$ cat src/rtl/e203_ifu_bpu_rs1_rdctl_pkg.sv
// ---------------------------------------------------------------------------
// e203_ifu_bpu_rs1_rdctl_pkg
//
// Shared definitions for the BPU rs1 read controller:
//   - default widths for PC, register data and register index
//   - default starvation limit (lost arbitration cycles before the BPU
//     takes priority over the EXU on read port 1)
//   - state encoding of the read sequencer
//   - hazard_ok(): the RAW-hazard clearance rule against OITF and IR
// ---------------------------------------------------------------------------
package e203_ifu_bpu_rs1_rdctl_pkg;

    localparam int E203_PC_SIZE        = 32;
    localparam int E203_XLEN           = 32;
    localparam int E203_RFIDX_WIDTH    = 5;
    localparam int E203_BPURD_MAX_WAIT = 7;

    // Width of the starvation counter; MAX_WAIT must fit (1..15).
    localparam int STARV_CNT_W = 4;

    typedef enum logic [2:0] {
        BPURD_IDLE = 3'd0,
        BPURD_DEP  = 3'd1,
        BPURD_ARB  = 3'd2,
        BPURD_READ = 3'd3,
        BPURD_RESP = 3'd4
    } bpurd_state_e;

    // The jalr rs1 can be read once no older instruction can still write it:
    // either OITF and IR are both empty, or OITF is empty and the IR
    // instruction is leaving this cycle or does not use read port 1.
    function automatic logic hazard_ok(input logic oitf_empty,
                                       input logic ir_empty,
                                       input logic ir_valid_clr,
                                       input logic ir_rs1en);
        logic dep;
        logic early_clr;
        dep       = ~oitf_empty | ~ir_empty;
        early_clr = oitf_empty & ~ir_empty & (ir_valid_clr | ~ir_rs1en);
        return ~dep | early_clr;
    endfunction

endpackage

$ cat src/rtl/e203_ifu_bpu_rs1_rdctl_if.sv
// ---------------------------------------------------------------------------
// e203_ifu_bpu_rs1_rdctl_if
//
// Request/response bundle between the IFU branch predictor (master) and the
// rs1 read controller (slave).
//   jalr_req      master->slave  level request, held until jalr_rs1_vld
//   jalr_rs1idx   master->slave  rs1 index of the requesting jalr
//   bpu_wait      slave->master  stall next-PC generation
//   jalr_rs1_vld  slave->master  one-cycle pulse, jalr_rs1_val valid
//   jalr_rs1_val  slave->master  captured rs1 value
// ---------------------------------------------------------------------------
interface e203_ifu_bpu_rs1_rdctl_if
    import e203_ifu_bpu_rs1_rdctl_pkg::*;
#(
    parameter int RFIDX_W = E203_RFIDX_WIDTH,
    parameter int XLEN    = E203_XLEN
) ();

    logic               jalr_req;
    logic [RFIDX_W-1:0] jalr_rs1idx;
    logic               bpu_wait;
    logic               jalr_rs1_vld;
    logic [XLEN-1:0]    jalr_rs1_val;

    modport master (
        output jalr_req,
        output jalr_rs1idx,
        input  bpu_wait,
        input  jalr_rs1_vld,
        input  jalr_rs1_val
    );

    modport slave (
        input  jalr_req,
        input  jalr_rs1idx,
        output bpu_wait,
        output jalr_rs1_vld,
        output jalr_rs1_val
    );

endinterface

$ cat src/rtl/e203_ifu_bpu_rs1_starv_cnt.sv
// ---------------------------------------------------------------------------
// e203_ifu_bpu_rs1_starv_cnt
//
// Saturating 4-bit counter of arbitration cycles the BPU has lost.
//   clk, rst_n  clock, asynchronous active-low reset
//   inc         count one lost cycle (ignored once saturated)
//   clr         return to zero; wins over inc
//   sat         counter has reached MAX_WAIT
// ---------------------------------------------------------------------------
module e203_ifu_bpu_rs1_starv_cnt
    import e203_ifu_bpu_rs1_rdctl_pkg::*;
#(
    parameter int MAX_WAIT = E203_BPURD_MAX_WAIT
) (
    input  logic clk,
    input  logic rst_n,
    input  logic inc,
    input  logic clr,
    output logic sat
);

    localparam logic [STARV_CNT_W-1:0] MAX_VAL = STARV_CNT_W'(MAX_WAIT);

    logic [STARV_CNT_W-1:0] cnt;

    assign sat = (cnt == MAX_VAL);

    always_ff @(posedge clk or negedge rst_n) begin
        if (!rst_n) begin
            cnt <= '0;
        end else if (clr) begin
            cnt <= '0;
        end else if (inc && !sat) begin
            cnt <= cnt + 1'b1;
        end
    end

endmodule

$ cat src/rtl/e203_ifu_bpu_rs1_rdctl.sv
// ---------------------------------------------------------------------------
// e203_ifu_bpu_rs1_rdctl
//
// Reads rs1 of a jalr (rs1 = xn) on behalf of the IFU branch predictor.
// Waits out RAW hazards against OITF and the IR stage, arbitrates register
// file read port 1 against the EXU decode read, captures the value and
// returns it with a one-cycle valid pulse.
//
// Ports:
//   clk, rst_n     clock, asynchronous active-low reset
//   bpu            BPU request/response bundle (slave side)
//   oitf_empty     OITF holds no long-pipe instructions
//   ir_empty       IR stage empty
//   ir_valid_clr   IR instruction leaves this cycle
//   ir_rs1en       IR instruction uses read port 1
//   flush          pipeline flush, aborts any transaction
//   exu_rd_req     EXU wants port 1 this cycle
//   exu_rd_idx     EXU rs1 index
//   exu_rd_gnt     EXU granted port 1
//   rf_rs1_ena     load enable for the rs1 index register
//   rf_rs1_idx     index loaded into the rs1 index register
//   rf_rs1_data    port 1 read data, valid the cycle after rf_rs1_ena
// ---------------------------------------------------------------------------
module e203_ifu_bpu_rs1_rdctl
    import e203_ifu_bpu_rs1_rdctl_pkg::*;
#(
    parameter int PC_SIZE  = E203_PC_SIZE,
    parameter int XLEN     = E203_XLEN,
    parameter int RFIDX_W  = E203_RFIDX_WIDTH,
    parameter int MAX_WAIT = E203_BPURD_MAX_WAIT
) (
    input  logic                    clk,
    input  logic                    rst_n,
    e203_ifu_bpu_rs1_rdctl_if.slave bpu,
    input  logic                    oitf_empty,
    input  logic                    ir_empty,
    input  logic                    ir_valid_clr,
    input  logic                    ir_rs1en,
    input  logic                    flush,
    input  logic                    exu_rd_req,
    input  logic [RFIDX_W-1:0]      exu_rd_idx,
    output logic                    exu_rd_gnt,
    output logic                    rf_rs1_ena,
    output logic [RFIDX_W-1:0]      rf_rs1_idx,
    input  logic [XLEN-1:0]         rf_rs1_data
);

    // PC_SIZE only keeps this block's parameter list aligned with the rest
    // of the IFU; no PC passes through here. An out-of-range parameter set
    // shows up as this named block in the elaborated hierarchy.
    if (PC_SIZE < 1 || MAX_WAIT < 1 || MAX_WAIT > 15) begin : g_param_out_of_range
    end

    bpurd_state_e       state;
    bpurd_state_e       state_nxt;
    logic [RFIDX_W-1:0] idx_q;
    logic [XLEN-1:0]    val_q;
    logic               vld_q;

    logic st_idle;
    logic st_dep;
    logic st_arb;
    logic st_read;
    logic haz_ok;
    logic req_live;
    logic want;
    logic bpu_win;
    logic starve_sat;
    logic cnt_inc;
    logic cnt_clr;

    assign st_idle = (state == BPURD_IDLE);
    assign st_dep  = (state == BPURD_DEP);
    assign st_arb  = (state == BPURD_ARB);
    assign st_read = (state == BPURD_READ);

    assign haz_ok   = hazard_ok(oitf_empty, ir_empty, ir_valid_clr, ir_rs1en);
    assign req_live = st_idle & bpu.jalr_req & ~flush;

    // The BPU asks for the port straight from IDLE when nothing blocks it,
    // otherwise from ARB. It yields to the EXU until it has lost MAX_WAIT
    // cycles in ARB, after which it takes the port regardless.
    assign want    = (req_live & haz_ok) | (st_arb & ~flush);
    assign bpu_win = want & (~exu_rd_req | starve_sat);

    assign exu_rd_gnt = exu_rd_req & ~bpu_win;
    assign rf_rs1_ena = bpu_win | exu_rd_gnt;
    assign rf_rs1_idx = bpu_win ? (st_idle ? bpu.jalr_rs1idx : idx_q) : exu_rd_idx;

    assign bpu.bpu_wait     = req_live | st_dep | st_arb | st_read;
    assign bpu.jalr_rs1_vld = vld_q;
    assign bpu.jalr_rs1_val = val_q;

    assign cnt_inc = st_arb & ~bpu_win;
    assign cnt_clr = bpu_win | st_idle | flush;

    e203_ifu_bpu_rs1_starv_cnt #(
        .MAX_WAIT (MAX_WAIT)
    ) u_starv_cnt (
        .clk   (clk),
        .rst_n (rst_n),
        .inc   (cnt_inc),
        .clr   (cnt_clr),
        .sat   (starve_sat)
    );

    // Next-state decode. A flush from any state returns to IDLE, which also
    // drops any read already in flight so no valid pulse follows it.
    always_comb begin
        state_nxt = state;
        case (state)
            BPURD_IDLE: begin
                if (req_live) begin
                    if (!haz_ok) begin
                        state_nxt = BPURD_DEP;
                    end else if (bpu_win) begin
                        state_nxt = BPURD_READ;
                    end else begin
                        state_nxt = BPURD_ARB;
                    end
                end
            end
            BPURD_DEP: begin
                if (haz_ok) begin
                    state_nxt = BPURD_ARB;
                end
            end
            BPURD_ARB: begin
                if (bpu_win) begin
                    state_nxt = BPURD_READ;
                end
            end
            BPURD_READ: state_nxt = BPURD_RESP;
            BPURD_RESP: state_nxt = BPURD_IDLE;
            default:    state_nxt = BPURD_IDLE;
        endcase
        if (flush) begin
            state_nxt = BPURD_IDLE;
        end
    end

    always_ff @(posedge clk or negedge rst_n) begin
        if (!rst_n) begin
            state <= BPURD_IDLE;
        end else begin
            state <= state_nxt;
        end
    end

    // The request index is only guaranteed on the IDLE cycle that accepts
    // it, so it is kept for a later win out of ARB.
    always_ff @(posedge clk or negedge rst_n) begin
        if (!rst_n) begin
            idx_q <= '0;
        end else if (req_live) begin
            idx_q <= bpu.jalr_rs1idx;
        end
    end

    // Read data arrives in the cycle after the index was loaded (READ);
    // capture it there and raise valid for exactly the following cycle.
    always_ff @(posedge clk or negedge rst_n) begin
        if (!rst_n) begin
            val_q <= '0;
            vld_q <= 1'b0;
        end else begin
            vld_q <= st_read & ~flush;
            if (st_read && !flush) begin
                val_q <= rf_rs1_data;
            end
        end
    end

endmodule

$ cat src/flat_wrapper.sv
// flat-port wrapper written by rule: the top's interface ports become plain ports
module e203_ifu_bpu_rs1_rdctl_flat import e203_ifu_bpu_rs1_rdctl_pkg::*;
#(
    parameter int PC_SIZE  = E203_PC_SIZE,
    parameter int XLEN     = E203_XLEN,
    parameter int RFIDX_W  = E203_RFIDX_WIDTH,
    parameter int MAX_WAIT = E203_BPURD_MAX_WAIT
)
  (clk, rst_n, oitf_empty, ir_empty, ir_valid_clr, ir_rs1en, flush, exu_rd_req, exu_rd_idx, exu_rd_gnt, rf_rs1_ena, rf_rs1_idx, rf_rs1_data, bpu_jalr_req, bpu_jalr_rs1idx, bpu_bpu_wait, bpu_jalr_rs1_vld, bpu_jalr_rs1_val);
  e203_ifu_bpu_rs1_rdctl_if #(.RFIDX_W(RFIDX_W), .XLEN(XLEN)) bpu_i ();
  input  logic clk;
  input  logic rst_n;
  input  logic oitf_empty;
  input  logic ir_empty;
  input  logic ir_valid_clr;
  input  logic ir_rs1en;
  input  logic flush;
  input  logic exu_rd_req;
  input  logic [RFIDX_W-1:0] exu_rd_idx;
  output logic exu_rd_gnt;
  output logic rf_rs1_ena;
  output logic [RFIDX_W-1:0] rf_rs1_idx;
  input  logic [XLEN-1:0] rf_rs1_data;
  input wire logic [$bits(bpu_i.jalr_req)-1:0] bpu_jalr_req;
  input wire logic [$bits(bpu_i.jalr_rs1idx)-1:0] bpu_jalr_rs1idx;
  output wire logic [$bits(bpu_i.bpu_wait)-1:0] bpu_bpu_wait;
  output wire logic [$bits(bpu_i.jalr_rs1_vld)-1:0] bpu_jalr_rs1_vld;
  output wire logic [$bits(bpu_i.jalr_rs1_val)-1:0] bpu_jalr_rs1_val;
  assign bpu_i.jalr_req = bpu_jalr_req;
  assign bpu_i.jalr_rs1idx = bpu_jalr_rs1idx;
  assign bpu_bpu_wait = bpu_i.bpu_wait;
  assign bpu_jalr_rs1_vld = bpu_i.jalr_rs1_vld;
  assign bpu_jalr_rs1_val = bpu_i.jalr_rs1_val;
  e203_ifu_bpu_rs1_rdctl #(.PC_SIZE(PC_SIZE), .XLEN(XLEN), .RFIDX_W(RFIDX_W), .MAX_WAIT(MAX_WAIT)) u_core (.clk(clk), .rst_n(rst_n), .bpu(bpu_i), .oitf_empty(oitf_empty), .ir_empty(ir_empty), .ir_valid_clr(ir_valid_clr), .ir_rs1en(ir_rs1en), .flush(flush), .exu_rd_req(exu_rd_req), .exu_rd_idx(exu_rd_idx), .exu_rd_gnt(exu_rd_gnt), .rf_rs1_ena(rf_rs1_ena), .rf_rs1_idx(rf_rs1_idx), .rf_rs1_data(rf_rs1_data));
endmodule
$ cat config.mk
export PLATFORM = sky130hd
export DESIGN_NAME = e203_ifu_bpu_rs1_rdctl_flat
export DESIGN_NICKNAME = d
export VERILOG_FILES = /design/src/rtl/e203_ifu_bpu_rs1_rdctl_pkg.sv /design/src/rtl/e203_ifu_bpu_rs1_rdctl_if.sv /design/src/rtl/e203_ifu_bpu_rs1_starv_cnt.sv /design/src/rtl/e203_ifu_bpu_rs1_rdctl.sv /design/src/flat_wrapper.sv
export SDC_FILE = /design/constraint.sdc
export NUM_CORES = 1
export LEC_CHECK = 0
export ABC_AREA = 1
export CAP_MARGIN = 20
export CORE_MARGIN = 1
export CORE_UTILIZATION = 40
export CTS_CLUSTER_DIAMETER = 150
export CTS_CLUSTER_SIZE = 20
export DETAILED_ROUTE_END_ITERATION = 16
export DONT_BUFFER_PORTS = 1
export PLACE_DENSITY = 0.61
export SETUP_SLACK_MARGIN = 0.3
export SLEW_MARGIN = 20
export SYNTH_ARGS = -nofsm -noshare
export SYNTH_HDL_FRONTEND = slang
export SYNTH_SLANG_ARGS = --single-unit
$ cat constraint.sdc
create_clock -name clk -period 1.82 [get_ports clk]
set_input_delay 0.182 -clock clk [delete_from_list [all_inputs] [get_ports clk]]
set_output_delay 0.182 -clock clk [all_outputs]
set_load 0.005 [all_outputs]
* Yosys cells after proc, flatten, opt, wreduce, memory -nomap -nowiden
Index checks and enable logic that the tools add are counted.
** Word-level totals
- Input port bits :: 51
- Flip-flop bits (word level) :: 45
** Cells by class
- Reductions and logical operators :: 7
- Bitwise logic cells :: 28
- Mux-type cells :: 11
- Equality and inequality tests :: 7
- Add/sub/neg operators :: 1
** Operators with widths (count)
- $mux 3 :: 5
- $pmux 3 s4 :: 1
- $or 1x1->1 :: 11
- $and 1x1->1 :: 10
- $mux 5 :: 2
- $ne 3x3->1 const B :: 3
- $mux 4 :: 2
- $not 1->1 :: 7
- $eq 3x2->1 const B :: 2
- $add 4x1->4 const B :: 1
- $eq 4x3->1 const B :: 1
- $eq 3x1->1 const B :: 1
- $logic_not 3->1 :: 1
- $reduce_and 3->1 :: 1
- $logic_and 1x1->1 :: 2
- $logic_not 1->1 :: 2
- $reduce_bool 2->1 :: 1
- $mux 1 :: 1

* Depth between registers and ports, before layout
- Depth after elaboration :: 12
- Gate-level depth with buffers :: 12

* Modules after synthesis
A second synthesis with hierarchy kept.
** Unflattened totals
- Cells, all modules :: 257
- Area total of the unflattened synthesis :: 2035.7 um2
** Modules (own cells, without submodules)
- e203_ifu_bpu_rs1_rdctl :: seq. area each 1026.0 um2, times used 1, cells each 229, area an instance 1809.2 um2
- e203_ifu_bpu_rs1_starv_cnt :: seq. area each 100.1 um2, times used 1, cells each 28, area an instance 226.5 um2

* Worst setup path after synthesis
OpenSTA, ideal clock, no wires.
- Kind :: flip-flop to output port
- Start point :: register u_core.state[2]
- End point :: output port rf_rs1_idx[0]
- Cell stages (with the launch flop) :: 9
- Buffers on the path :: 1
- Path slack :: 0.352 ns
- Data arrival time :: 1.286 ns
- Cells stage by stage :: dfrtp_1 -> nor2_2 -> nand2_2 -> nor2_8 -> nand2_4 -> a21boi_4 -> buf_6 -> nor2_1 -> a31oi_1
** On the way
- Word-level cells in the longest chain between the ends :: 7
** Ends and longest elaborated chain
- start: declaration :: line e203_ifu_bpu_rs1_rdctl.sv:54 : bpurd_state_e state;
- start signal: assignment :: line e203_ifu_bpu_rs1_rdctl.sv:146 : state <= state_nxt;
- $logic_not 3->1 :: line e203_ifu_bpu_rs1_rdctl.sv:72 : assign st_idle = (state == BPURD_IDLE);
- $and 1x1->1 (2 in a row) :: line e203_ifu_bpu_rs1_rdctl.sv:78 : assign req_live = st_idle & bpu.jalr_req & ~flush;
- $and 1x1->1 :: line e203_ifu_bpu_rs1_rdctl.sv:83 : assign want = (req_live & haz_ok) | (st_arb & ~flush);
- $or 1x1->1 :: line e203_ifu_bpu_rs1_rdctl.sv:83
- $and 1x1->1 :: line e203_ifu_bpu_rs1_rdctl.sv:84 : assign bpu_win = want & (~exu_rd_req | starve_sat);
- $mux 5 (*) :: line e203_ifu_bpu_rs1_rdctl.sv:88 : assign rf_rs1_idx = bpu_win ? (st_idle ? bpu.jalr_rs1idx : idx_q) : exu_rd_idx;
- end: declaration :: line flat_wrapper.sv:22 : output logic [RFIDX_W-1:0] rf_rs1_idx;
Every way passes the cells marked *; elsewhere a longest branch is shown, timed or not.

* Worst setup path in the final report
Ends and elaborated chain as after synthesis.

==> flow_metrics.env <==
export IMPL_fin_ws_ps=-21.6
export IMPL_cts_buffers=5
export IMPL_synthSimpleGateAreaFrac_pct=34.5
export IMPL_worst_endpoint_arrival_ps=1660
export IMPL_finalPower_mw=3.63
export IMPL_cellPowerDensity_mw_per_mm2=1360
export IMPL_synthCells=254
export IMPL_drive_gt1_share_pct=15.3
export IMPL_failed_checks="negative setup slack"
export IMPL_synth_edf_count=0
export IMPL_synth_fa_ha_area_share_pct=0.612
export IMPL_drc=0
export IMPL_totalWireLength_um=4640
export IMPL_reg2regPathDepth=13
export IMPL_antenna_found_initial=0
export IMPL_grt_pass1_wl_um=7550
export IMPL_cap_viol_max_count=0
export IMPL_grt_start_max_net_pins=46
export IMPL_startpoint_type="flop"
export IMPL_clkTransAtPathRegs_ps=80
export IMPL_clk_latency_ps=290
export IMPL_outcome="finished, violations left"
export IMPL_leakage_nw=1.37
export IMPL_crit_fanout=6
export IMPL_synthToLayoutAreaGrowth_pct=30.5
export IMPL_die_h_um=73.5
export IMPL_slew_viol_final=0
export IMPL_hpwl_um=2890
export IMPL_vias=1736
export IMPL_synth_top_family_by_area="simple AND/OR/NAND/NOR gates"
export IMPL_synthMuxAreaShare_pct=0
export IMPL_detail_route_antenna_nets=0
export IMPL_syn_area_per_cell_sq_um=8.05
export IMPL_ys_flop_type="dfrtp_1"
export IMPL_ff2ff_setup_slack_ps=180
export IMPL_crit_path_end_kind="output port"
export IMPL_grt_overflow=0
export IMPL_synth_area_leaders="dfrtp_1, nand2_1, inv_1"
export IMPL_grtUsageTotal_pct=18.4
export IMPL_cts_buffer_depth=2
export IMPL_crit_required_ps=1640
export IMPL_cts_tree="yes"
export IMPL_ys_ff_latch=45
export IMPL_drt_wirelength_per_cell_um=12.8
export IMPL_row_count=25
export IMPL_core_area_sq_mm=0.00482
export IMPL_netlist_area_sq_mm=0.00204
export IMPL_worst_hold_path_type="input pin to flop"
export IMPL_avgViaCountPerCell=4.81
export IMPL_synthXorXnorAreaFrac_pct=0.857
export IMPL_path_class="flop to output port"
export IMPL_timing_final_setup_violations=1
export IMPL_gp_congestion=0.705
export IMPL_relSlewSlack_pct=80.6
export IMPL_drt_iter0_drc=107
export IMPL_synth_top_cell_area_share_pct=55.1
export IMPL_period_share_pct=101
export IMPL_synth_yosys_warnings=0
export IMPL_rsz0062_at_grt="true"
export IMPL_pre_cts_slack_ps=203
export IMPL_finalCriticalPeriod_ps=1840
export IMPL_dr_pass1_iters=4
export IMPL_ios=92
export IMPL_yosysMostFrequentCell="nand2_1"
export IMPL_clock_sinks=45
export IMPL_h_tree_depth=2
export IMPL_numPortBuffers=0
export IMPL_dp_cells=318
export IMPL_ctsRootBufferMaster="clkbuf_8"
export IMPL_synth_async_reset_ratio_pct=100
export IMPL_hold_viol=0
export IMPL_diodes=0
export IMPL_dieArea_sq_mm=0.00540
export IMPL_syn_nets=306
export IMPL_peakVddDrop_uv=599
export IMPL_synth_top_area_cell="dfrtp_1"
export IMPL_fin_cells=361
export IMPL_num_nets_final=345
export IMPL_fmax_ghz=0.543
export IMPL_ys_seq_area_share_pct=55.1
export IMPL_timing_hold_ws_ps=12.5
export IMPL_synth_compound_area_share_pct=4.22
export IMPL_start_util_pct=42.4
export IMPL_ys_top_cells_by_count="nand2_1, dfrtp_1, inv_1"
export IMPL_hold_depth=2
export IMPL_die_x_um=73.5
export IMPL_first_global_vias=1700
export IMPL_clock_skew_ps=4.68
export IMPL_tightest_slew_ps=291
export IMPL_synth_cell_types=27
[what timing repair did]
action | 4_1_cts | 5_1_grt
gates resized for setup | 4 | 17
pin swaps | 7 | 11
buffers inserted | 2 | 3
gates cloned | 1 | 0
setup endpoints to repair | 7 | 14
hold buffers | 28 | 1
endpoints found under the hold margin | 71 | 1
[critical path: stages (launching register included)]
cell and delay, ps:
dfrtp_2 460, nor2_4 150, nand2_4 70, nor2_8 100, nand2_4 70, a21boi_4 220
nor2_1 80, a31oi_1 230
[area by class of cell]
type	instances	area [sq um]
Clock buffer	6	82.6
Clock inverter	2	37.5
Fill cell	447	2150
Inverter	15	56.3
Multi-Input combinational cell	188	903
Sequential cell	45	1130
Tap cell	67	83.8
Timing Repair Buffer	38	375
[stage by stage]
| stage | TNS, ps | util (%) | cell area (sq um) |
|---|---|---|---|
| floorplan | 0 | - | 2040 |
| global placement | 0 | 44.0 | 2120 |
| detailed placement | 0 | 44.0 | 2120 |
| CTS | -134 | 53.4 | 2570 |
| global route | -347 | 55.4 | 2670 |
| finish | -21.6 | 55.4 | 2670 |
[cell families (layout without fill, tap and decap cells)]
family | after synthesis | in the layout
fa+ha+maj | 1 | 1
xor+xnor | 2 | 2
simple gates | 172 | 172
buf+inv | 22 | 61
compound gates | 12 | 13
flops | 45 | 45
[state kept, by name, summed over array words and instances, names as in the netlist]
signal and count:
u_core.bpu.jalr_rs1_val 32, u_core.idx_q 5, u_core.state 3, u_core.bpu.jalr_rs1_vld 1, u_core.u_starv_cnt.cnt 4
[final timing paths]
kind,from,endpoint
min in group asynchronous,rst_n,u_core.bpu.jalr_rs1_val[26]$_DFFE_PN0P_
worst min-delay path,bpu_jalr_rs1idx[4],u_core.idx_q[4]$_DFFE_PN0P_
worst max register to register,u_core.state[2]$_DFFE_PN0P_,u_core.state[0]$_DFFE_PN0P_
worst max-delay path,u_core.state[2]$_DFFE_PN0P_,rf_rs1_idx[0]
max in group asynchronous,rst_n,u_core.state[2]$_DFFE_PN0P_
worst min register to register,u_core.idx_q[4]$_DFFE_PN0P_,u_core.idx_q[4]$_DFFE_PN0P_
[per-layer routing]
| layer | up-vias | wire length (um) | GRT usage, % |
|---|---|---|---|
| met5 | - | 0 | 0 |
| met4 | 0 | 42 | 5.98 |
| met3 | 7 | 404 | 6.17 |
| met2 | 82 | 2260 | 30.2 |
| met1 | 785 | 1930 | 22.9 |
| li1 | 862 | - | - |
[layout by cell type (no fill, tap or decap), types with 4 or more instances in the layout]
master	n
clkbuf_8	6
nand2_4	4
a31oi_1	5
dlygate4sd3_1	28
inv_1	10
nor2_1	10
dfrtp_1	43
nand3_1	4
buf_4	9
nand2_1	138
nor2_2	4
inv_2	5
[power by group]
group	internal, mW	switching [mW]	total (mW)	leakage [nW]
sequential	1.44	0.345	1.78	0.571
combinational	0.415	0.646	1.06	0.743
clock	0.447	0.335	0.781	0.0574
Note: power is estimated with default switching activity, not from simulation.
